<file path="config.mk">
export PLATFORM = sky130hd
export DESIGN_NAME = uart_tx_flat
export DESIGN_NICKNAME = d
export VERILOG_FILES = /design/src/rtl/uart_tx_if.sv /design/src/rtl/uart_tx.sv /design/src/flat_wrapper.sv
export SDC_FILE = /design/constraint.sdc
export NUM_CORES = 1
export LEC_CHECK = 0
export ABC_AREA = 1
export CAP_MARGIN = 20
export CORE_MARGIN = 10
export CORE_UTILIZATION = 47
export DETAILED_ROUTE_END_ITERATION = 8
export GPL_TIMING_DRIVEN = 0
export PLACE_DENSITY = 0.75
export SETUP_SLACK_MARGIN = 0.02
export SYNTH_ARGS = -nofsm -noshare
export SYNTH_HDL_FRONTEND = slang
export SYNTH_SLANG_ARGS = --single-unit
</file>
<file path="constraint.sdc">
create_clock -name i_clock -period 1.4 [get_ports i_clock]
set_input_delay 0.28 -clock i_clock [delete_from_list [all_inputs] [get_ports i_clock]]
set_output_delay 0.28 -clock i_clock [all_outputs]
set_load 0.005 [all_outputs]
</file>
<file path="src/rtl/uart_tx_if.sv">
// Transmit-side port bundle for uart_tx: word request in, serial line and status out.
// o_state is a one-hot debug view of the transmitter FSM.
interface uart_tx_if #(
  parameter int WIDTH_WORD = 8
);
  // Handshake: i_tx_start is a request that the transmitter takes on any clock
  // while o_busy is low (o_busy acts as the inverted ready); i_data_in is
  // captured on that same clock. o_busy then stays high up to and including
  // the one-clock o_tx_done pulse. A request seen while o_busy is high is
  // dropped, not queued.
  logic                  i_tx_start;
  logic [WIDTH_WORD-1:0] i_data_in;
  logic                  o_bit_tx;
  logic                  o_tx_done;
  logic                  o_busy;
  logic [4:0]            o_state;

  modport master (
    output i_tx_start, i_data_in,
    input  o_bit_tx, o_tx_done, o_busy, o_state
  );

  modport slave (
    input  i_tx_start, i_data_in,
    output o_bit_tx, o_tx_done, o_busy, o_state
  );
endinterface

</file>
<file path="src/rtl/uart_tx.sv">
// UART transmitter, MSB first, 16 rate ticks per bit, CANT_BIT_STOP stop bits.
// Define UART_TX_PARITY_EN to insert an even-parity bit between data and stop.
module uart_tx #(
  parameter int WIDTH_WORD    = 8,
  parameter int CANT_BIT_STOP = 1
) (
  input  logic    i_clock,
  input  logic    i_reset,
  input  logic    i_rate,
  uart_tx_if.slave tx
);
  localparam int CNT_W = $clog2(WIDTH_WORD) + 1;

  localparam logic [4:0] S_IDLE   = 5'b00001;
  localparam logic [4:0] S_START  = 5'b00010;
  localparam logic [4:0] S_DATA   = 5'b00100;
`ifdef UART_TX_PARITY_EN
  localparam logic [4:0] S_PARITY = 5'b01000;
`endif
  localparam logic [4:0] S_STOP   = 5'b10000;

  logic [4:0]            state, state_next;
  logic [3:0]            tick_cnt, tick_next;
  logic [CNT_W-1:0]      bit_cnt, bit_cnt_next;
  logic [WIDTH_WORD-1:0] shift_buf, shift_next;
  logic                  bit_tx_q, bit_tx_next;
  logic                  done_q, done_next;
  logic                  busy_q, busy_next;

  logic bit_end;
  logic last_data;
  logic last_stop;

  assign bit_end   = i_rate && (tick_cnt == 4'd15);
  assign last_data = (bit_cnt == CNT_W'(WIDTH_WORD - 1));
  assign last_stop = (bit_cnt == CNT_W'(CANT_BIT_STOP - 1));

  always_ff @(posedge i_clock) begin
    if (!i_reset) begin
      state     <= S_IDLE;
      tick_cnt  <= '0;
      bit_cnt   <= '0;
      shift_buf <= '0;
      bit_tx_q  <= 1'b1;
      done_q    <= 1'b0;
      busy_q    <= 1'b0;
    end else begin
      state     <= state_next;
      tick_cnt  <= tick_next;
      bit_cnt   <= bit_cnt_next;
      shift_buf <= shift_next;
      bit_tx_q  <= bit_tx_next;
      done_q    <= done_next;
      busy_q    <= busy_next;
    end
  end

  // Only start acceptance may move the FSM on a clock without i_rate.
  always_comb begin
    state_next = state;
    case (state)
      S_IDLE:  if (tx.i_tx_start && !busy_q) state_next = S_START;
      S_START: if (bit_end) state_next = S_DATA;
`ifdef UART_TX_PARITY_EN
      S_DATA:   if (bit_end && last_data) state_next = S_PARITY;
      S_PARITY: if (bit_end) state_next = S_STOP;
`else
      S_DATA:   if (bit_end && last_data) state_next = S_STOP;
`endif
      S_STOP:  if (bit_end && last_stop) state_next = S_IDLE;
      default: state_next = S_IDLE;
    endcase
  end

  // Buffer rotates rather than shifts so its XOR still equals the word's parity.
  always_comb begin
    tick_next    = tick_cnt;
    bit_cnt_next = bit_cnt;
    shift_next   = shift_buf;
    bit_tx_next  = 1'b1;
    if (state == S_IDLE) begin
      tick_next    = '0;
      bit_cnt_next = '0;
      if (state_next == S_START) shift_next = tx.i_data_in;
    end else if (i_rate) begin
      tick_next = bit_end ? 4'd0 : tick_cnt + 4'd1;
      if (bit_end) bit_cnt_next = (state_next != state) ? '0 : bit_cnt + CNT_W'(1);
      if (bit_end && state == S_DATA)
        shift_next = {shift_buf[WIDTH_WORD-2:0], shift_buf[WIDTH_WORD-1]};
    end

    case (state_next)
      S_START:  bit_tx_next = 1'b0;
      S_DATA:   bit_tx_next = shift_next[WIDTH_WORD-1];
`ifdef UART_TX_PARITY_EN
      S_PARITY: bit_tx_next = ^shift_buf;
`endif
      default:  bit_tx_next = 1'b1;
    endcase

    done_next = (state == S_STOP) && (state_next == S_IDLE);
    busy_next = (state_next != S_IDLE) || done_next;
  end

  assign tx.o_bit_tx  = bit_tx_q;
  assign tx.o_tx_done = done_q;
  assign tx.o_busy    = busy_q;
  assign tx.o_state   = state;
endmodule

</file>
<file path="src/flat_wrapper.sv">
// flat-port wrapper written by rule: the top's interface ports become plain ports
module uart_tx_flat 
#(
  parameter int WIDTH_WORD    = 8,
  parameter int CANT_BIT_STOP = 1
)
  (i_clock, i_reset, i_rate, tx_i_tx_start, tx_i_data_in, tx_o_bit_tx, tx_o_tx_done, tx_o_busy, tx_o_state);
  uart_tx_if #(.WIDTH_WORD(WIDTH_WORD)) tx_i ();
  input  logic i_clock;
  input  logic i_reset;
  input  logic i_rate;
  input wire logic [$bits(tx_i.i_tx_start)-1:0] tx_i_tx_start;
  input wire logic [$bits(tx_i.i_data_in)-1:0] tx_i_data_in;
  output wire logic [$bits(tx_i.o_bit_tx)-1:0] tx_o_bit_tx;
  output wire logic [$bits(tx_i.o_tx_done)-1:0] tx_o_tx_done;
  output wire logic [$bits(tx_i.o_busy)-1:0] tx_o_busy;
  output wire logic [$bits(tx_i.o_state)-1:0] tx_o_state;
  assign tx_i.i_tx_start = tx_i_tx_start;
  assign tx_i.i_data_in = tx_i_data_in;
  assign tx_o_bit_tx = tx_i.o_bit_tx;
  assign tx_o_tx_done = tx_i.o_tx_done;
  assign tx_o_busy = tx_i.o_busy;
  assign tx_o_state = tx_i.o_state;
  uart_tx #(.WIDTH_WORD(WIDTH_WORD), .CANT_BIT_STOP(CANT_BIT_STOP)) u_core (.i_clock(i_clock), .i_reset(i_reset), .i_rate(i_rate), .tx(tx_i));
endmodule
</file>
# [Word level (Yosys, flattened, before mapping)]
# Cells that the tools add are included.
[totals] reg_bits=24 in_bits=12 out_inout_bits=8 elab_cells=49
[classes] n_addsub=2 n_eq_ne=12 muxes=12 bitwise=1 n_reduce_logical=14
[ops] op="2-to-1 mux 8 bit" count=4
[ops] op="2-to-1 mux 5 bit" count=4
[ops] op="one-hot mux 5 bit (4 select lines)" count=1
[ops] op="equality test 5 x 1 -> 1 bit (second input constant)" count=2
[ops] op="equality test 5 x 2 -> 1 bit (second input constant)" count=2
[ops] op="equality test 5 x 3 -> 1 bit (second input constant)" count=2
[ops] op="adder 4 x 1 -> 4 bit (second input constant)" count=2
[ops] op="2-to-1 mux 4 bit" count=2
[ops] op="logical AND 1 bit" count=6
[ops] op="equality test 5 bit (second input constant)" count=1
[ops] op="inequality test 5 x 1 -> 1 bit (second input constant)" count=1
[ops] op="inequality test 5 bit" count=1
[ops] op="equality test 4 x 3 -> 1 bit (second input constant)" count=1
[ops] op="equality test 4 bit (second input constant)" count=1
[ops] op="zero test 4 bit" count=1
[ops] op="nonzero test 2 bit" count=2
[ops] op="AND reduction 3 bit" count=1
[ops] op="inequality test 2 bit (second input constant)" count=1
[ops] op="one-hot mux 1 bit (2 select lines)" count=1
[ops] op="AND reduction 2 bit" count=1
[ops] op="OR reduction 2 bit" count=1
[ops] op="zero test 1 bit" count=1
[ops] op="logical OR 1 bit" count=1
[ops] op="NOT 1 bit" count=1

# [Depth between registers and ports, before layout]
# Gate-level depths: netlist of run 1.
[depth] ltp_word=9 ltp_mapped=10 mapped_depth_nobuf=10

# [Least setup slack after synthesis of run 1]
# Ideal clock, no wire load.
[synth_path] path_kind="flip-flop to flip-flop" start="register u_core.tick_cnt[0]" end="register u_core.bit_cnt[2]" setup_ns=0.116 arrival_time_ns=1.190 t_required_ns=1.284 path_slack_ns=0.095 stages_incl_launch_ff=11 path_buffers=0 period_less_slack_ns=1.305 cell_sequence="dfxtp_1 > ha_1 > nand2_2 > nor2_8 > inv_4 > nand2_2 > nand2_1 > nor2_1 > nand2_1 > nand2_2 > nor2_1"
[synth_via] elab_chain_len=7 elab_cells_between_ends=11 classes_between="2 x eq/ne; 5 x mux; 4 x reduce/logical"
[synth_lines] element="start: declaration" line="uart_tx.sv:23" rtl="logic [3:0] tick_cnt, tick_next;"
[synth_lines] element="start signal: assignment" line="uart_tx.sv:49" rtl="tick_cnt <= tick_next;"
[synth_lines] element="equality test 4 bit (*)" line="uart_tx.sv:34" rtl="assign bit_end = i_rate && (tick_cnt == 4'd15);"
[synth_lines] element="logical AND 1 bit (*)" line="uart_tx.sv:34"
[synth_lines] element="logical AND 1 bit (on tied branches)" line="uart_tx.sv:70, uart_tx.sv:68"
[synth_lines] element="2-to-1 mux 5 bit (on tied branches)" line="uart_tx.sv:70, uart_tx.sv:68"
[synth_lines] element="one-hot mux 5 bit (4 select lines)" line="uart_tx.sv:61" rtl="case (state)"
[synth_lines] element="inequality test 5 bit" line="uart_tx.sv:87" rtl="if (bit_end) bit_cnt_next = (state_next != state) ? '0 : bit_cnt + CNT_W'(1);"
[synth_lines] element="2-to-1 mux 4 bit" line="uart_tx.sv:87"
[synth_lines] element="end signal: assignment" line="uart_tx.sv:50" rtl="bit_cnt <= bit_cnt_next;"
[synth_lines] element="end: declaration" line="uart_tx.sv:24" rtl="logic [CNT_W-1:0] bit_cnt, bit_cnt_next;"
# Every way passes the cells marked *; elsewhere a longest branch is shown, timed or not.
# A chain may end at the register's enable or synchronous reset.

# [Worst setup path after layout of run 1]
[layout_path] start="register u_core.tick_cnt[1]" end="register u_core.bit_tx_q, in the netlist u_core.tx.o_bit_tx"
[layout_via] elab_chain_len=9 elab_cells_between_ends=16 classes_between="3 x eq/ne; 9 x mux; 4 x reduce/logical"
[layout_lines] element="equality test 4 bit (*)" line="uart_tx.sv:34"
[layout_lines] element="logical AND 1 bit (*)" line="uart_tx.sv:34"
[layout_lines] element="logical AND 1 bit (on tied branches)" line="uart_tx.sv:70, uart_tx.sv:68"
[layout_lines] element="2-to-1 mux 5 bit (on tied branches)" line="uart_tx.sv:70, uart_tx.sv:68"
[layout_lines] element="one-hot mux 5 bit (4 select lines)" line="uart_tx.sv:61"
[layout_lines] element="equality test 5 x 2 -> 1 bit" line="uart_tx.sv:84, uart_tx.sv:92"
[layout_lines] element="2-to-1 mux 8 bit" line="uart_tx.sv:84" rtl="if (state_next == S_START) shift_next = tx.i_data_in;"
[layout_lines] element="2-to-1 mux 8 bit" line="uart_tx.sv:81" rtl="if (state == S_IDLE) begin"
[layout_lines] element="one-hot mux 1 bit (2 select lines) (*)" line="uart_tx.sv:92" rtl="case (state_next)"
[layout_lines] element="end signal: assignment" line="uart_tx.sv:52" rtl="bit_tx_q <= bit_tx_next;"
[layout_lines] element="end: declaration" line="uart_tx.sv:26" rtl="logic bit_tx_q, bit_tx_next;"
# Every way passes the cells marked *; elsewhere a longest branch is shown, timed or not. The select of a mux whose other input is x is not followed.

==> results.md, run 1 <==
* Worst hold path depth at 2
* Die X-Extent at 71 um
* Critical R2R Capture: u_core.tx.o_bit_tx$_SDFF_PN1_
* Hpwl dp at 2051 um
* Required time of the worst setup path at 1620 ps
* Cell row count at 18
* RSZ-0062 raised after global routing: true
* Ant diodes at 0
* Core area at 2477 sq um
* CTS sink cnt at 24
* Static Leakage at 0.0007597 uW
* Clock transition at path regs at 130 ps
* Final Power at 1278 uW
* Port Buffers at 19
* Worst-skew pair later-pin latency at 310 ps
* PwrDens at 760.6 nW/um^2
* WL per Instance at 12.20 um
* Worst hold path class: reg -> reg
* Via density at 5.097
* Fin. max-slew vios at 0
* CP endpoint kind: flip-flop
* Worst setup SP type: flip-flop
* Longest Clk Path Bufs at 2
* Num ports at 20
* Area after DPL at 1450 sq um
* Minimum clock period at 1382 ps
* DRT iter0 DRCs at 79
* Max-cap violations at 0
* Register area share after synthesis at 39.30%
* WL final at 2904 um
* Post-route clock period utilization at 98.73%
* Synth cell types at 27
* GP Congestion at 0.7890
* Gr usage total at 10.76%
* Mapped Area at 1222 sq um
* Worst Hold Path EP: u_core.shift_buf[2]$_SDFFE_PN0P_
* Area Overhead vs Synth at 37.46%
* Hold wc startpoint: u_core.shift_buf[2]$_SDFFE_PN0P_
* H-tree lvl count at 1
* Hold Vio Cnt, Final at 0
* DR pass1 iterations at 4
* Mean post-synth cell area at 7.025 sq um
* First-pass GRT wire length at 4781 um
* FF-to-FF Start: u_core.tick_cnt[1]$_SDFFE_PP0P_
* Final Hold Slack at 484.1 ps
* Most frequent cells in the layout: nand2_1, inv_1, dfxtp_1
* CTS tree: built
* VDD IR max at 0.5636 mV
* Accumulated negative setup slack at 0 ps
* Warnings from Yosys at 0
* Max Freq at 723.5 MHz
* Detail Route Antenna Nets at 0
* Remaining global-route overflow at 0
* Crit Path Max Fanout at 8
* Yosys reg bits at 24
* Most common cell after layout, fill and taps aside: nand2_1
* Die span in y at 71 um
* Vias in the first global route at 1,188
* CP Class: reg -> reg
* Status: complete, no violations
* Post-route cell area at 1680 sq um
* Initial antenna violation count at 0
* Syn Nets at 189
* Worst EP arrival at 1600 ps
* Layout net count at 224
* Pin count of the biggest net entering global routing at 14
* Initial Utilization at 49.34%
* CTS Buf Count at 3
* Clk root buf: clkbuf_4
* Clock Skew at 1.693 ps
* Die Area at 5041 sq um
* Gate Count Post-Synth at 174
* Final setup viols at 0
* DRC at 0
* R2R cell count at 10
* Layout cell share with drive strength beyond 1 at 30.29%
* Register-to-register setup slack at 20 ps
* Vias at 1,213
-- synthesized netlist by cell type (all sizes together) --
cell type | number | area [sq um]
nand4 | 2 | 12.51
nor3 | 2 | 15.01
dfxtp | 24 | 480.5
a31oi | 7 | 43.79
nor2 | 28 | 136.4
ha | 3 | 37.54
a21oi | 6 | 30.03
nand2 | 55 | 226.5
o21ai | 4 | 23.77
nand3 | 11 | 65.06
or2 | 1 | 6.260
xor2 | 3 | 26.28
mux2i | 1 | 10.01
clkbuf | 1 | 3.750
inv | 22 | 85.08
conb | 1 | 3.750
o21bai | 1 | 7.510
clkinv | 2 | 8.750
-- cell families (layout without fill, tap and decap cells) --
family	count (synthesis)	in the layout	share of synthesized area (%)
simple gates	99	99	37.77
mux	1	1	0.8189
flops	24	24	39.30
xor+xnor	3	3	2.150
fa+ha+maj	3	3	3.071
compound gates	18	18	8.598
buf+inv	25	59	7.983
other cells	1	1	0.3068
-- routing by layer --
layer	share of wire, %	track usage (%)	vias up
li1	-	-	618
met2	51	18.99	24
met3	5.1	3.068	4
met5	0	0	-
met4	0.83	3.441	0
met1	43	12.08	567
-- area by class of cell --
class                   count  area (sq um)
multi-input cells         125         749.5
fillers                   218         797.0
plain buffers               1         3.754
repair buffers             30         261.5
clock buffers               4         36.28
flip-flops and latches     24         494.2
well taps                  30         37.54
inverters                  24         97.59
-- critical path, stage by stage, from the launching register on --
cell,delay [ps]
dfxtp_2,380
ha_4,150
nand2_4,70
nor2_8,180
inv_4,80
nor2_4,80
nor2_2,40
nor2_2,100
nand3_1,80
nor2_1,90
nand2_1,50
-- per-stage QoR --
stage,utilization [%],setup slack (ps),std cells
2_1_floorplan,-,94.60,174
3_3_place_gp,58.54,-392.7,223
3_5_place_dp,58.54,-436.2,223
4_1_cts,65.00,-14.36,236
5_1_grt,67.83,-89.49,238
6_report,67.83,17.79,238
-- how the worst max path moves through the flow --
stage,start,to,slack (ps)
CTS,u_core.tick_cnt[1]$_SDFFE_PP0P_,u_core.bit_cnt[3]$_SDFFE_PP0P_,-10
finish,u_core.tick_cnt[1]$_SDFFE_PP0P_,u_core.tx.o_bit_tx$_SDFF_PN1_,20
detailed placement,i_rate,u_core.bit_cnt[3]$_SDFFE_PP0P_,-440
floorplan,u_core.tick_cnt[0]$_SDFFE_PP0P_,u_core.bit_cnt[2]$_SDFFE_PP0P_,90
global placement,i_rate,u_core.bit_cnt[0]$_SDFFE_PP0P_,-390
global route,u_core.tick_cnt[1]$_SDFFE_PP0P_,u_core.tx.o_bit_tx$_SDFF_PN1_,-90
-- what timing repair did --
action,4_1_cts,5_1_grt
pin swaps,8,10
buffers inserted,9,2
hold buffers,0,0
gates resized for setup,33,14
endpoints found under the setup margin,23,17
-- flip-flops by register name, summed over array words and instances (netlist names) --
register / cells
u_core.bit_cnt: 4
u_core.shift_buf: 8
u_core.tick_cnt: 4
u_core.tx.o_bit_tx: 1
u_core.tx.o_busy: 1
u_core.tx.o_state: 5
u_core.tx.o_tx_done: 1
-- power breakdown --
part           internal, uW  total, uW  switching, uW
clock                   159        364            205
sequential              708        722           14.8
combinational          88.7        192            103
No activity file was read; power rests on OpenSTA's default activity.
==> run 2, diff against run 1 <==
TNS_END_PERCENT = 20   (was not set)
==> results.md, run 2 (synthesized netlist as in run 1, its figures left out) <==
* Status: finished with violations (was complete, no violations)
* Failing checks: negative setup slack
* Die X-Extent at 71 um (unchanged)
* Worst path top cell family by delay: simple AND/OR/NAND/NOR gates (unchanged)
* Layout net count at 221 (was 224)
* Worst EP arrival at 1610 ps (was 1600 ps)
* Crit-path slowest cell: dfxtp_4 (was dfxtp_2)
* Num ports at 20 (unchanged)
* Cell Chain, Critical Path: ha_4 > nand2_4 > nor2_8 > nand3_2 > nand2_1 > nand2_1 > nor2_1 > nand2_1 > nand2_2 > nor2_1 (was ha_4 > nand2_4 > nor2_8 > inv_4 > nor2_4 > nor2_2 > nor2_2 > nand3_1 > nor2_1 > nand2_1)
* Core area at 2477 sq um (unchanged)
* DRC at 0 (unchanged)
* First-pass GRT wire length at 4678 um (was 4781 um)
* Gr usage total at 10.54% (was 10.76%)
* Cts hold-fix bufs at 0 (unchanged)
* Cell row count at 18 (unchanged)
* Final Power at 1250 uW (was 1278 uW)
* RSZ-0062 raised after global routing: true (unchanged)
* Reg with most FFs: u_core.shift_buf (unchanged)
* Worst setup SP type: flip-flop (unchanged)
* Most common cell after layout, fill and taps aside: nand2_1 (unchanged)
* FF-to-FF Start: u_core.tick_cnt[1]$_SDFFE_PP0P_ (unchanged)
* Detail Route Antenna Nets at 0 (unchanged)
* Clk root buf: clkbuf_4 (unchanged)
* Static Leakage at 0.0007541 uW (was 0.0007597 uW)
* CTS Buf Count at 3 (unchanged)
* Vias in the first global route at 1,158 (was 1,188)
* Worst-skew pair later-pin latency at 300 ps (was 310 ps)
* Worst path depth at 10 (unchanged)
* Critical path startpoint: u_core.tick_cnt[1]$_SDFFE_PP0P_ (unchanged)
* Pin count of the biggest net entering global routing at 14 (unchanged)
* WL per Instance at 11.37 um (was 12.20 um)
* CP Class: reg -> reg (unchanged)
* Final Hold Slack at 483.8 ps (was 484.1 ps)
* Die Area at 5041 sq um (unchanged)
* Hpwl dp at 2051 um (unchanged)
* Layout cell share with drive strength beyond 1 at 26.34% (was 30.29%)
* Clock Skew at 2.319 ps (was 1.693 ps)
* Remaining global-route overflow at 0 (unchanged)
* Max Freq at 713.4 MHz (was 723.5 MHz)
* VDD IR max at 0.5593 mV (was 0.5636 mV)
* Post-route clock period utilization at 100.1% (was 98.73%)
* Initial antenna violation count at 0 (unchanged)
* Most frequent CP cell: nand2_1 (was nor2_2)
* Fin. max-slew vios at 0 (unchanged)
* Util after Layout at 65.56% (was 67.83%)
* Die span in y at 71 um (unchanged)
* CP endpoint kind: flip-flop (unchanged)
* Most frequent cells in the layout: nand2_1, inv_1, nor2_1 (was nand2_1, inv_1, dfxtp_1)
* R2R cell count at 10 (unchanged)
* CTS tree: built (unchanged)
* CTS sink cnt at 24 (unchanged)
* DR pass1 iterations at 4 (unchanged)
* Via density at 4.966 (was 5.097)
* Port Buffers at 19 (unchanged)
* DRT iter0 DRCs at 72 (was 79)
* Max reg flops at 8 (unchanged)
* Final worst slack at -1.653 ps (was 17.79 ps)
* Vias at 1,167 (was 1,213)
* Crit-path max cell delay at 390 ps (was 380 ps)
* Minimum clock period at 1402 ps (was 1382 ps)
* H-tree lvl count at 1 (unchanged)
* Clock transition at path regs at 130 ps (about the same)
* Worst hold path depth at 2 (unchanged)
* PwrDens at 770.0 nW/um^2 (was 760.6 nW/um^2)
* Hold wc startpoint: u_core.shift_buf[2]$_SDFFE_PN0P_ (unchanged)
* GP Congestion at 0.7890 (unchanged)
* CP bufs+invs at 0 (was 1)
* WL final at 2673 um (was 2904 um)
* Longest Clk Path Bufs at 2 (unchanged)
* Ant diodes at 0 (unchanged)
* Final setup viols at 2 (was 0)
* Required time of the worst setup path at 1610 ps (was 1620 ps)
* Initial Utilization at 49.34% (unchanged)
* Placement Setup Slack at -436.2 ps (unchanged)
* Hold Vio Cnt, Final at 0 (unchanged)
* Worst hold path class: reg -> reg (unchanged)
* Crit Path Max Fanout at 8 (unchanged)
* Area Overhead vs Synth at 32.86% (was 37.46%)
* Max-cap violations at 0 (unchanged)
-- run 2: changes by cell type in the layout (fill, tap and decap cells not counted), sizes merged --
cell,before,now
buf,11,8
dlygate4sd2,9,8
dlymetal6s2s,0,1
-- run 2: timing repair --
action,CTS,global route
endpoints found under the hold margin,0,0
pin swaps,2,6
endpoints found under the setup margin,23,19
setup buffers,6,2
gates resized for setup,27,11
-- run 2: stage by stage --
stage | setup TNS [ps] | area, sq um | cells
4_1_cts | -157.7 | 1565 | 233
6_report | -1.959 | 1624 | 235
3_5_place_dp | -6604 | 1450 | 223
3_3_place_gp | -5806 | 1450 | 223
2_1_floorplan | 0 | 1222 | 174
5_1_grt | -865.9 | 1624 | 235
-- run 2: final timing paths --
kind                                      end  slack (ps)
max            u_core.bit_cnt[3]$_SDFFE_PP0P_          -2
min          u_core.shift_buf[2]$_SDFFE_PN0P_         480
max reg2reg    u_core.bit_cnt[3]$_SDFFE_PP0P_          -2
min reg2reg  u_core.shift_buf[2]$_SDFFE_PN0P_         480
-- run 2: layer usage --
| metal | wire (um) | part of all wire (%) | vias to the layer above | GRT usage, % |
|---|---|---|---|---|
| met1 | 1170 | 44 | 537 | 12.00 |
| met3 | 120 | 4.5 | 2 | 3.068 |
| met5 | 0 | 0 | - | 0 |
| met4 | 17 | 0.64 | 0 | 3.441 |
| li1 | - | - | 608 | - |
| met2 | 1366 | 51 | 20 | 18.30 |
-- run 2: final cells by class --
cell class / instances / area, sq um
Inverter: 24 / 97.59
Buffer: 1 / 3.754
Fill cell: 223 / 853.3
Multi-Input combinational cell: 125 / 709.4
Clock buffer: 4 / 36.28
Timing Repair Buffer: 27 / 242.7
Sequential cell: 24 / 496.7
Tap cell: 30 / 37.54
-- run 2: tightest hold or removal path: stages (launching register included) --
cell and delay, ps:
dfxtp_1 330, nand2_1 60, a31oi_1 60
-- run 2: report_power, final --
part	switching (uW)	internal [uW]	total, uW
combinational	95.3	81.0	176
clock	194	158	353
sequential	15.5	706	722
total	305	946	1250
==> run 3, diff against run 2 <==
CORE_UTILIZATION = 52   (was 47)
PLACE_DENSITY = 0.79   (was 0.75)
clock period = 1.51 ns   (was 1.4 ns; I/O delays follow)
==> results.md, run 3 (synthesized netlist as in run 1, its figures left out) <==
* Status: complete, no violations (was finished with violations)
* Layout cell share with drive strength beyond 1 at 23.38% (was 26.34%)
* Max Freq at 680.1 MHz
* CP endpoint kind: output pin (was flip-flop)
* Longest Clk Path Bufs at 2 (unchanged)
* CP bufs+invs at 1 (was 0)
* Hold wc startpoint: u_core.shift_buf[5]$_SDFFE_PN0P_ (was u_core.shift_buf[2]$_SDFFE_PN0P_)
* Accumulated negative setup slack at 0 ps (was -1.959 ps)
* WL final at 2994 um (was 2673 um)
* Fill count at 183 (was 223)
* DRT iter0 DRCs at 91 (was 72)
* Crit Path Max Fanout at 3 (was 8)
* Register-to-register setup slack at 100 ps (was -2 ps)
* Post-route clock period utilization at 97.37%
* Reg with most FFs: u_core.shift_buf (unchanged)
* Vias at 1,206 (was 1,167)
* Via density at 5.266 (was 4.966)
* Ant diodes at 0 (unchanged)
* H-tree lvl count at 1 (unchanged)
* Final worst slack at 39.73 ps (was -1.653 ps)
* WL per Instance at 13.07 um (was 11.37 um)
* R2R cell count at 9 (was 10)
* CP Class: reg -> out (was reg -> reg)
* RSZ-0062 raised after global routing: true (unchanged)
* Final setup viols at 0 (was 2)
* First-pass GRT wire length at 4781 um (was 4678 um)
* DRC at 0 (unchanged)
* Worst path top cell family by delay: buffers and inverters (was simple AND/OR/NAND/NOR gates)
* Required time of the worst setup path at 1210 ps (was 1610 ps)
* Clock transition at path regs at 130 ps (about the same)
* Area Overhead vs Synth at 31.32% (was 32.86%)
* Worst EP arrival at 1170 ps (was 1610 ps)
* Crit-path max cell delay at 490 ps (was 390 ps)
* Worst hold path class: reg -> reg (unchanged)
* Initial antenna violation count at 0 (unchanged)
* Detail Route Antenna Nets at 0 (unchanged)
* Max-cap violations at 0 (unchanged)
* Most common cell after layout, fill and taps aside: nand2_1 (unchanged)
* CTS Buf Count at 3 (unchanged)
* Worst Hold Path EP: u_core.shift_buf[5]$_SDFFE_PN0P_ (was u_core.shift_buf[2]$_SDFFE_PN0P_)
* Most frequent cells in the layout: nand2_1, inv_1, nor2_1 (unchanged)
* Worst hold path depth at 2 (unchanged)
* CTS sink cnt at 24 (unchanged)
* Hold Vio Cnt, Final at 0 (unchanged)
* Pin count of the biggest net entering global routing at 15 (was 14)
* Num ports at 20 (unchanged)
* Static Leakage at 0.0007412 uW (was 0.0007541 uW)
* Remaining global-route overflow at 0 (unchanged)
* Die span in y at 68.49 um (was 71 um)
* Crit-path slowest cell: clkdlybuf4s50_1 (was dfxtp_4)
* Max reg flops at 8 (unchanged)
* FF-to-FF Start: u_core.tick_cnt[0]$_SDFFE_PP0P_ (was u_core.tick_cnt[1]$_SDFFE_PP0P_)
* VDD IR max at 0.6162 mV (was 0.5593 mV)
* Hpwl dp at 2190 um (was 2051 um)
* Port Buffers at 19 (unchanged)
* Worst-skew pair later-pin latency at 320 ps (was 300 ps)
* Clk root buf: clkbuf_4 (unchanged)
* PwrDens at 809.8 nW/um^2 (was 770.0 nW/um^2)
* Layout net count at 217 (was 221)
* Die Area at 4690 sq um (was 5041 sq um)
* Fin. max-slew vios at 0 (unchanged)
* Gr usage total at 13.35% (was 10.54%)
* Final Hold Slack at 494.1 ps (was 483.8 ps)
* CTS tree: built (unchanged)
* Cell Chain, Critical Path: clkdlybuf4s50_1 (was ha_4 > nand2_4 > nor2_8 > nand3_2 > nand2_1 > nand2_1 > nor2_1 > nand2_1 > nand2_2 > nor2_1)
* Worst setup SP type: flip-flop (unchanged)
* Core area at 2233 sq um (was 2477 sq um)
* Vias in the first global route at 1,126 (was 1,158)
* DR pass1 iterations at 4 (unchanged)
* Minimum clock period at 1470 ps
* Initial Utilization at 54.73% (was 49.34%)
* Die X-Extent at 68.49 um (was 71 um)
* Cell row count at 17 (was 18)
* Placement Setup Slack at -373.9 ps (was -436.2 ps)
* Critical R2R Capture: u_core.shift_buf[3]$_SDFFE_PN0P_ (was u_core.bit_cnt[3]$_SDFFE_PP0P_)
* Clock Skew at 4.541 ps (was 2.319 ps)
* GP Congestion at 0.8541 (was 0.7890)
## run 3: changes by cell type in the layout (fill, tap and decap cells not counted), sizes merged
| cell | previous run | this run |
|---|---|---|
| buf | 8 | 4 |
| dlygate4sd2 | 8 | 6 |
| clkbuf | 5 | 4 |
| clkdlybuf4s50 | 10 | 12 |
| bufinv | 0 | 1 |
## run 3: worst max path at each step
stage / startpoint / to / slack [ps] / depth (start not counted)
global route: u_core.tx.o_state[2]$_SDFF_PN0_ / u_core.shift_buf[7]$_SDFF_PN0_ / -20 / 8
detailed placement: i_rate / u_core.bit_cnt[2]$_SDFFE_PP0P_ / -370 / 10
floorplan: u_core.tick_cnt[0]$_SDFFE_PP0P_ / u_core.bit_cnt[2]$_SDFFE_PP0P_ / 200 / 10
global placement: i_rate / u_core.tx.o_bit_tx$_SDFF_PN1_ / -290 / 10
finish: u_core.tx.o_state[3]$_SDFF_PN0_ / tx_o_state[3] / 40 / 1
CTS: u_core.tx.o_state[3]$_SDFF_PN0_ / tx_o_state[3] / 30 / 1
## run 3: cell type report
class | instances | area [sq um] | area share, %
clock buffer | 3 | 22.52 | 1.403
multi-input combinational | 125 | 701.9 | 43.73
clock inverter | 1 | 30.03 | 1.871
timing repair buffer | 23 | 215.2 | 13.41
inverter | 24 | 97.59 | 6.079
sequential | 24 | 499.2 | 31.10
buffer | 1 | 3.754 | 0.2338
tap | 28 | 35.03 | 2.182
## run 3: per-stage QoR
stage / cell area [sq um] / total power (uW) / cells / util, %
6_report: 1605 / 1300 / 229 / 71.88
5_1_grt: 1605 / 1357 / 229 / 71.88
4_1_cts: 1548 / 1298 / 227 / 69.30
3_5_place_dp: 1448 / 834.9 / 221 / 64.82
3_3_place_gp: 1448 / 828.4 / 221 / 64.82
2_1_floorplan: 1222 / 766.7 / 174 / -
## run 3: worst min-delay path: cells and delay by family, from the launching register on
family | cells | cell delay (ps)
simple gates | 1 | 60
flops | 1 | 340
compound gates | 1 | 60
## run 3: where the power goes
group / total, uW / internal (uW) / switching [uW]
logic: 164 / 75.6 / 88.5
clock network: 468 / 269 / 199
registers: 668 / 654 / 14.5
total: 1300 / 998 / 302
## run 3: repair_timing
action / CTS / global route
setup buffers: 2 / 2
hold buffers: 0 / 0
gates resized for setup: 24 / 12
setup endpoints to repair: 9 / 18
pin swaps: 1 / 3
## run 3: per-layer routing
metal	GRT usage, %	vias up	part of all wire, %	routed length [um]
met5	0	-	0	0
met4	9.045	0	3.8	114
met3	3.915	13	4.7	142
met2	23.04	28	53	1583
met1	13.60	566	39	1154
li1	-	599	-	-
==> patch 1, RTL diff (config.mk and constraints of run 3) <==
`WIDTH_WORD` is set to 8 in 3 places; all go to 16.
--- a/src/rtl/uart_tx_if.sv
+++ b/src/rtl/uart_tx_if.sv
@@ -1,7 +1,7 @@
 // Transmit-side port bundle for uart_tx: word request in, serial line and status out.
 // o_state is a one-hot debug view of the transmitter FSM.
 interface uart_tx_if #(
-  parameter int WIDTH_WORD = 8
+  parameter int WIDTH_WORD = 16
 );
   // Handshake: i_tx_start is a request that the transmitter takes on any clock
   // while o_busy is low (o_busy acts as the inverted ready); i_data_in is
--- a/src/rtl/uart_tx.sv
+++ b/src/rtl/uart_tx.sv
@@ -1,7 +1,7 @@
 // UART transmitter, MSB first, 16 rate ticks per bit, CANT_BIT_STOP stop bits.
 // Define UART_TX_PARITY_EN to insert an even-parity bit between data and stop.
 module uart_tx #(
-  parameter int WIDTH_WORD    = 8,
+  parameter int WIDTH_WORD    = 16,
   parameter int CANT_BIT_STOP = 1
 ) (
   input  logic    i_clock,
--- a/src/flat_wrapper.sv
+++ b/src/flat_wrapper.sv
@@ -1,7 +1,7 @@
 // flat-port wrapper written by rule: the top's interface ports become plain ports
 module uart_tx_flat 
 #(
-  parameter int WIDTH_WORD    = 8,
+  parameter int WIDTH_WORD    = 16,
   parameter int CANT_BIT_STOP = 1
 )
   (i_clock, i_reset, i_rate, tx_i_tx_start, tx_i_data_in, tx_o_bit_tx, tx_o_tx_done, tx_o_busy, tx_o_state);
Interface: changed (resized tx_i_data_in); port bits go from 20 to 28. The function was not compared with the original's and may differ.
==> patch 1 against run 3 <==
  * Wire length rose by 23%
  * Global-route usage fell by 2.0 points
  * Sequential power rose by 38%
  * Total power rose by 29%
  * Synthesized area rose by 35%
  * Via count rose by 28%
  * Sequential cell count rose by 9
  * Largest cell class unchanged
  * Hold slack got worse by 0.020 ns
  * Critical endpoint is now u_core.bit_cnt[0]
  * The run now ends with negative setup slack left
  * Clock power rose by 7.7%
  * Count of clock-buffer cells in the layout rose by 4
  * Die area rose by 24%
  * Final area rose by 36%
  * Setup slack got worse by 0.061 ns
  * Critical path depth rose by 10
==> patch 1: results (changes against run 3) <==
| Metric | Value |
|---|---|
| Commonest cells post-synth | `nor2_1 (51), nand2_1 (36), dfxtp_1 (33), inv_1 (26), nand3_1 (26)` |
| Clock-pin slew on the worst setup and hold paths | `0.10 ns (-0.03 ns)` |
| TNS Setup | `-0.0501 ns (-0.0501 ns)` |
| Port Buffers | `27 (+8)` |
| Critical Path Sink | `u_core.bit_cnt[0]` |
| Pleak | `0.921 nW (+24%)` |
| Final Skew | `0.0122 ns (+0.00768 ns)` |
| Grt met1 use | `14.2% (+0.64 points)` |
| M2 GR Usage | `17.3% (-5.7 points)` |
| CP peak stage delay | `0.39 ns (-0.10 ns)` |
| Hold WS | `0.474 ns (-0.0205 ns)` |
| Nets | `298 (+37%)` |
| Dpl cells | `308 (+39%)` |
| Total Wirelength | `3.69 mm (+23%)` |
| WHS Endpoint | `u_core.shift_buf[14]` |
| Design area | `2180 um2 (+36%)` |
| CP max stage cell | `dfxtp_2` |
| Status | `complete, but fails checks` |
| Finish-stage setup viols | `3 (+3)` |
| Setup crit start | `u_core.bit_cnt[1]` |
| DR WL/cell | `11.6 um (-11%)` |
| Met3 Resource Use GR | `4.01% (+0.094 points)` |
| P_clk | `0.504 mW (+7.7%)` |
| # fillers | `261 (+43%)` |
| DP Area | `1970 um2 (+36%)` |
| Routed metal-1 wire length | `1.79 mm (+55%)` |
| Worst-Skew Late Latency | `0.34 ns (+0.02 ns)` |
| Failing checks | `negative setup slack` |
| Mapped Avg Cell Area | `6.94 um2 (-1.2%)` |
| Post-route setup slack | `-0.0211 ns (-0.0608 ns)` |
| P_seq | `0.919 mW (+38%)` |
| Max VDD drop | `0.000484 V (-21%)` |
| First-pass GRT wire length | `5.63 mm (+18%)` |
patch 1: cell count changes after synthesis, sizes merged, moves of 8 or more:
| cell | change |
|---|---|
| dfxtp | +9 |
| nand2 | -12 |
| o21ai | +8 |
| nor2 | +29 |
| nand3 | +16 |
patch 1: layout make-up:
cell class                      count  area [um2]  share of cell area [%]
Multi-Input combinational cell    169         941                    43.1
Timing Repair Buffer               30         292                    13.4
Sequential cell                    33         681                    31.2
Clock buffer                        7        55.1                    2.52
Tap cell                           44        55.1                    2.52
Inverter                           29         116                    5.33
Buffer                              6        42.5                    1.95
patch 1: cell families after synthesis:
| family | after synthesis | share of synthesized area (%) |
|---|---|---|
| compound gates | 28 | 9.05 |
| xor+xnor | 4 | 2.13 |
| fa+ha+maj | 4 | 3.04 |
| buf+inv | 35 | 9.05 |
| flops | 33 | 40.2 |
| other cells | 1 | 0.228 |
| simple gates | 132 | 36.3 |
patch 1: what timing repair did:
item	CTS	global route
endpoints found under the setup margin	30	25
pin swaps	0	12
gates resized for setup	21	34
buffers inserted	3	0
==> patch 2, RTL diff (config.mk and constraints of run 3) <==
Made on the original files. `shift_buf` no longer has a reset.
--- a/src/rtl/uart_tx.sv
+++ b/src/rtl/uart_tx.sv
@@ -40,7 +40,6 @@
       state     <= S_IDLE;
       tick_cnt  <= '0;
       bit_cnt   <= '0;
-      shift_buf <= '0;
       bit_tx_q  <= 1'b1;
       done_q    <= 1'b0;
       busy_q    <= 1'b0;
@@ -48,11 +47,14 @@
       state     <= state_next;
       tick_cnt  <= tick_next;
       bit_cnt   <= bit_cnt_next;
-      shift_buf <= shift_next;
       bit_tx_q  <= bit_tx_next;
       done_q    <= done_next;
       busy_q    <= busy_next;
     end
+  end
+
+  always_ff @(posedge i_clock) begin
+    shift_buf <= shift_next;
   end
 
   // Only start acceptance may move the FSM on a clock without i_rate.
Function: no difference found for any inputs over 10 cycles, from zero or initial values and one cycle with i_reset low; that may be too few to reach the edited logic, so the function may still have changed.
==> patch 2 against run 3 <==
  * Sequential cell count is the same
  * Setup slack worse by 0.0081 ns
  * Wire length shrank 12%
  * Total power increased by 1.7%
  * Synthesized area decreased by 3.5%
  * Final area decreased by 2.2%
  * Clock power decreased by 2%
  * Die area is 2.5% lower
  * Sequential share of layout area up 4.9 points
  * Critical path type is now reg -> reg
  * Critical endpoint is now u_core.bit_cnt[3]
==> patch 2: results (changes against run 3) <==
| Metric | Value |
|---|---|
| DP Area | `1410 um2 (-2.9%)` |
| Worst-Skew Late Latency | `0.32 ns (about the same)` |
| # fillers | `163 (-11%)` |
| Reg area | `566 um2 (+13%)` |
| Nets | `188 (-13%)` |
| Status | `completed` |
| Seq/Total Area, Yosys | `46.7% (+7.4 points)` |
| Routability Congestion | `0.794 (-7.0%)` |
| Largest net degree at the start of global routing | `15 (unchanged)` |
| Main synth FF type | `dfxtp_1` |
| Final Skew | `0.0160 ns (+0.0115 ns)` |
| Max Root-Sink Buffers | `2 (unchanged)` |
| DP Wirelength | `1.91 mm (-13%)` |
| Critical Path Fanout Max | `6 (+3)` |
| Data arrival time of the critical path | `1.69 ns (+0.52 ns)` |
| Setup crit start | `u_core.tick_cnt[0]` |
| Tot GR Track Use | `12.0% (-1.4 points)` |
| HP Start | `i_rate` |
| Pleak | `0.693 nW (-6.4%)` |
| Antenna Cells | `0 (unchanged)` |
| Max VDD drop | `0.000599 V (-2.8%)` |
| Antenna violations before repair | `0 (unchanged)` |
| Total Wirelength | `2.63 mm (-12%)` |
| DP Worst Slack | `-0.401 ns (-0.0271 ns)` |
| Top post-synthesis cells by area | `dfxtp_1 (29%), edfxtp_1 (18%), nand2_1 (9.9%)` |
| Inserted Clock Buffers | `3 (unchanged)` |
| Max reg flops | `8 (unchanged)` |
| Number of flops mapped to enable cells by yosys | `7 (+7)` |
| Vias in the first global route | `1000 (-11%)` |
| Cell variety after synth | `24 (-11%)` |
| Layout cell share with drive strength beyond 1 | `21.5% (-1.9 points)` |
| Sw Pwr | `0.289 mW (-4.3%)` |
| Commonest cells post-synth | `nand2_1 (31), nor2_1 (19), dfxtp_1 (17), inv_1 (16), nand3_1 (8)` |
| First-pass GRT wire length | `4.24 mm (-11%)` |
| DR iter-0 viols | `34 (-63%)` |
| Net count after synthesis | `159 (-16%)` |
| Hold Path Class | `in -> reg` |
| Via count | `1051 (-13%)` |
patch 2: worst paths after layout:
check	endpoint	slack, ns	cells past startpoint
worst min-delay path	u_core.tick_cnt[1]	0.41	3
worst min register to register	u_core.bit_cnt[1]	0.53	2
worst max-delay path	u_core.bit_cnt[3]	0.03	11
worst max register to register	u_core.bit_cnt[3]	0.03	11
patch 2: area by class of cell:
class	count	area share, %
Buffer	1	0.717
Clock buffer	3	1.43
Clock inverter	1	1.91
Inverter	19	4.70
Multi-Input combinational cell	100	38.0
Sequential cell	24	36.0
Tap cell	28	2.23
Timing Repair Buffer	24	15.0
patch 2: power by group through the flow:
stage / clock network [mW] / registers [mW] / logic, mW
6_report: 0.459 / 0.706 / 0.157
2_1_floorplan: 0 / 0.717 / 0.0855
3_3_place_gp: 0 / 0.719 / 0.147
3_5_place_dp: 0 / 0.720 / 0.153
4_1_cts: 0.471 / 0.707 / 0.154
5_1_grt: 0.500 / 0.710 / 0.175
patch 2: cell families after synthesis:
family,count (synthesis),share of synthesized area (%)
AOI/OAI and AO/OA,16,10.1
xor gates and xnor gates,3,2.23
adders and majority gates,3,3.18
buffers and inverters,20,7.00
DFF,24,46.7
muxes,1,0.848
other,1,0.318
and+or+nand+nor,76,29.7
patch 2: routing by layer:
layer / track usage (%) / wire length [um] / part of all wire, % / vias to the layer above
li1: - / - / - / 527
met1: 11.6 / 1020 / 39 / 492
met2: 22.5 / 1400 / 53 / 27
met3: 3.31 / 158 / 6.0 / 5
met4: 6.15 / 47 / 1.8 / 0
met5: 0 / 0 / 0 / -
patch 2: what timing repair did:
item                                    CTS  global route
endpoints found under the setup margin   18            25
pin swaps                                 0             6
buffers inserted                          2             3
gates resized for setup                  15            15
patch 2: stage by stage:
| step | cells | setup TNS [ns] | hold WS [ns] |
|---|---|---|---|
| 2_1_floorplan | 144 | 0 | 0.411 |
| 3_3_place_gp | 191 | -6.02 | 0.494 |
| 3_5_place_dp | 191 | -6.65 | 0.512 |
| 4_1_cts | 197 | 0 | 0.531 |
| 5_1_grt | 200 | -0.247 | 0.422 |
| 6_report | 200 | 0 | 0.414 |
patch 2: worst max-delay path: stages (launching register included):
cell and delay (ns):
dfxtp_4 0.39, ha_4 0.14, nand2_4 0.06, nor2_4 0.13, buf_6 0.13, nand3_4 0.08
nand2_4 0.08, nand2_2 0.05, nor2_1 0.11, nand2_1 0.08, nand2_2 0.09, nor2_1 0.04
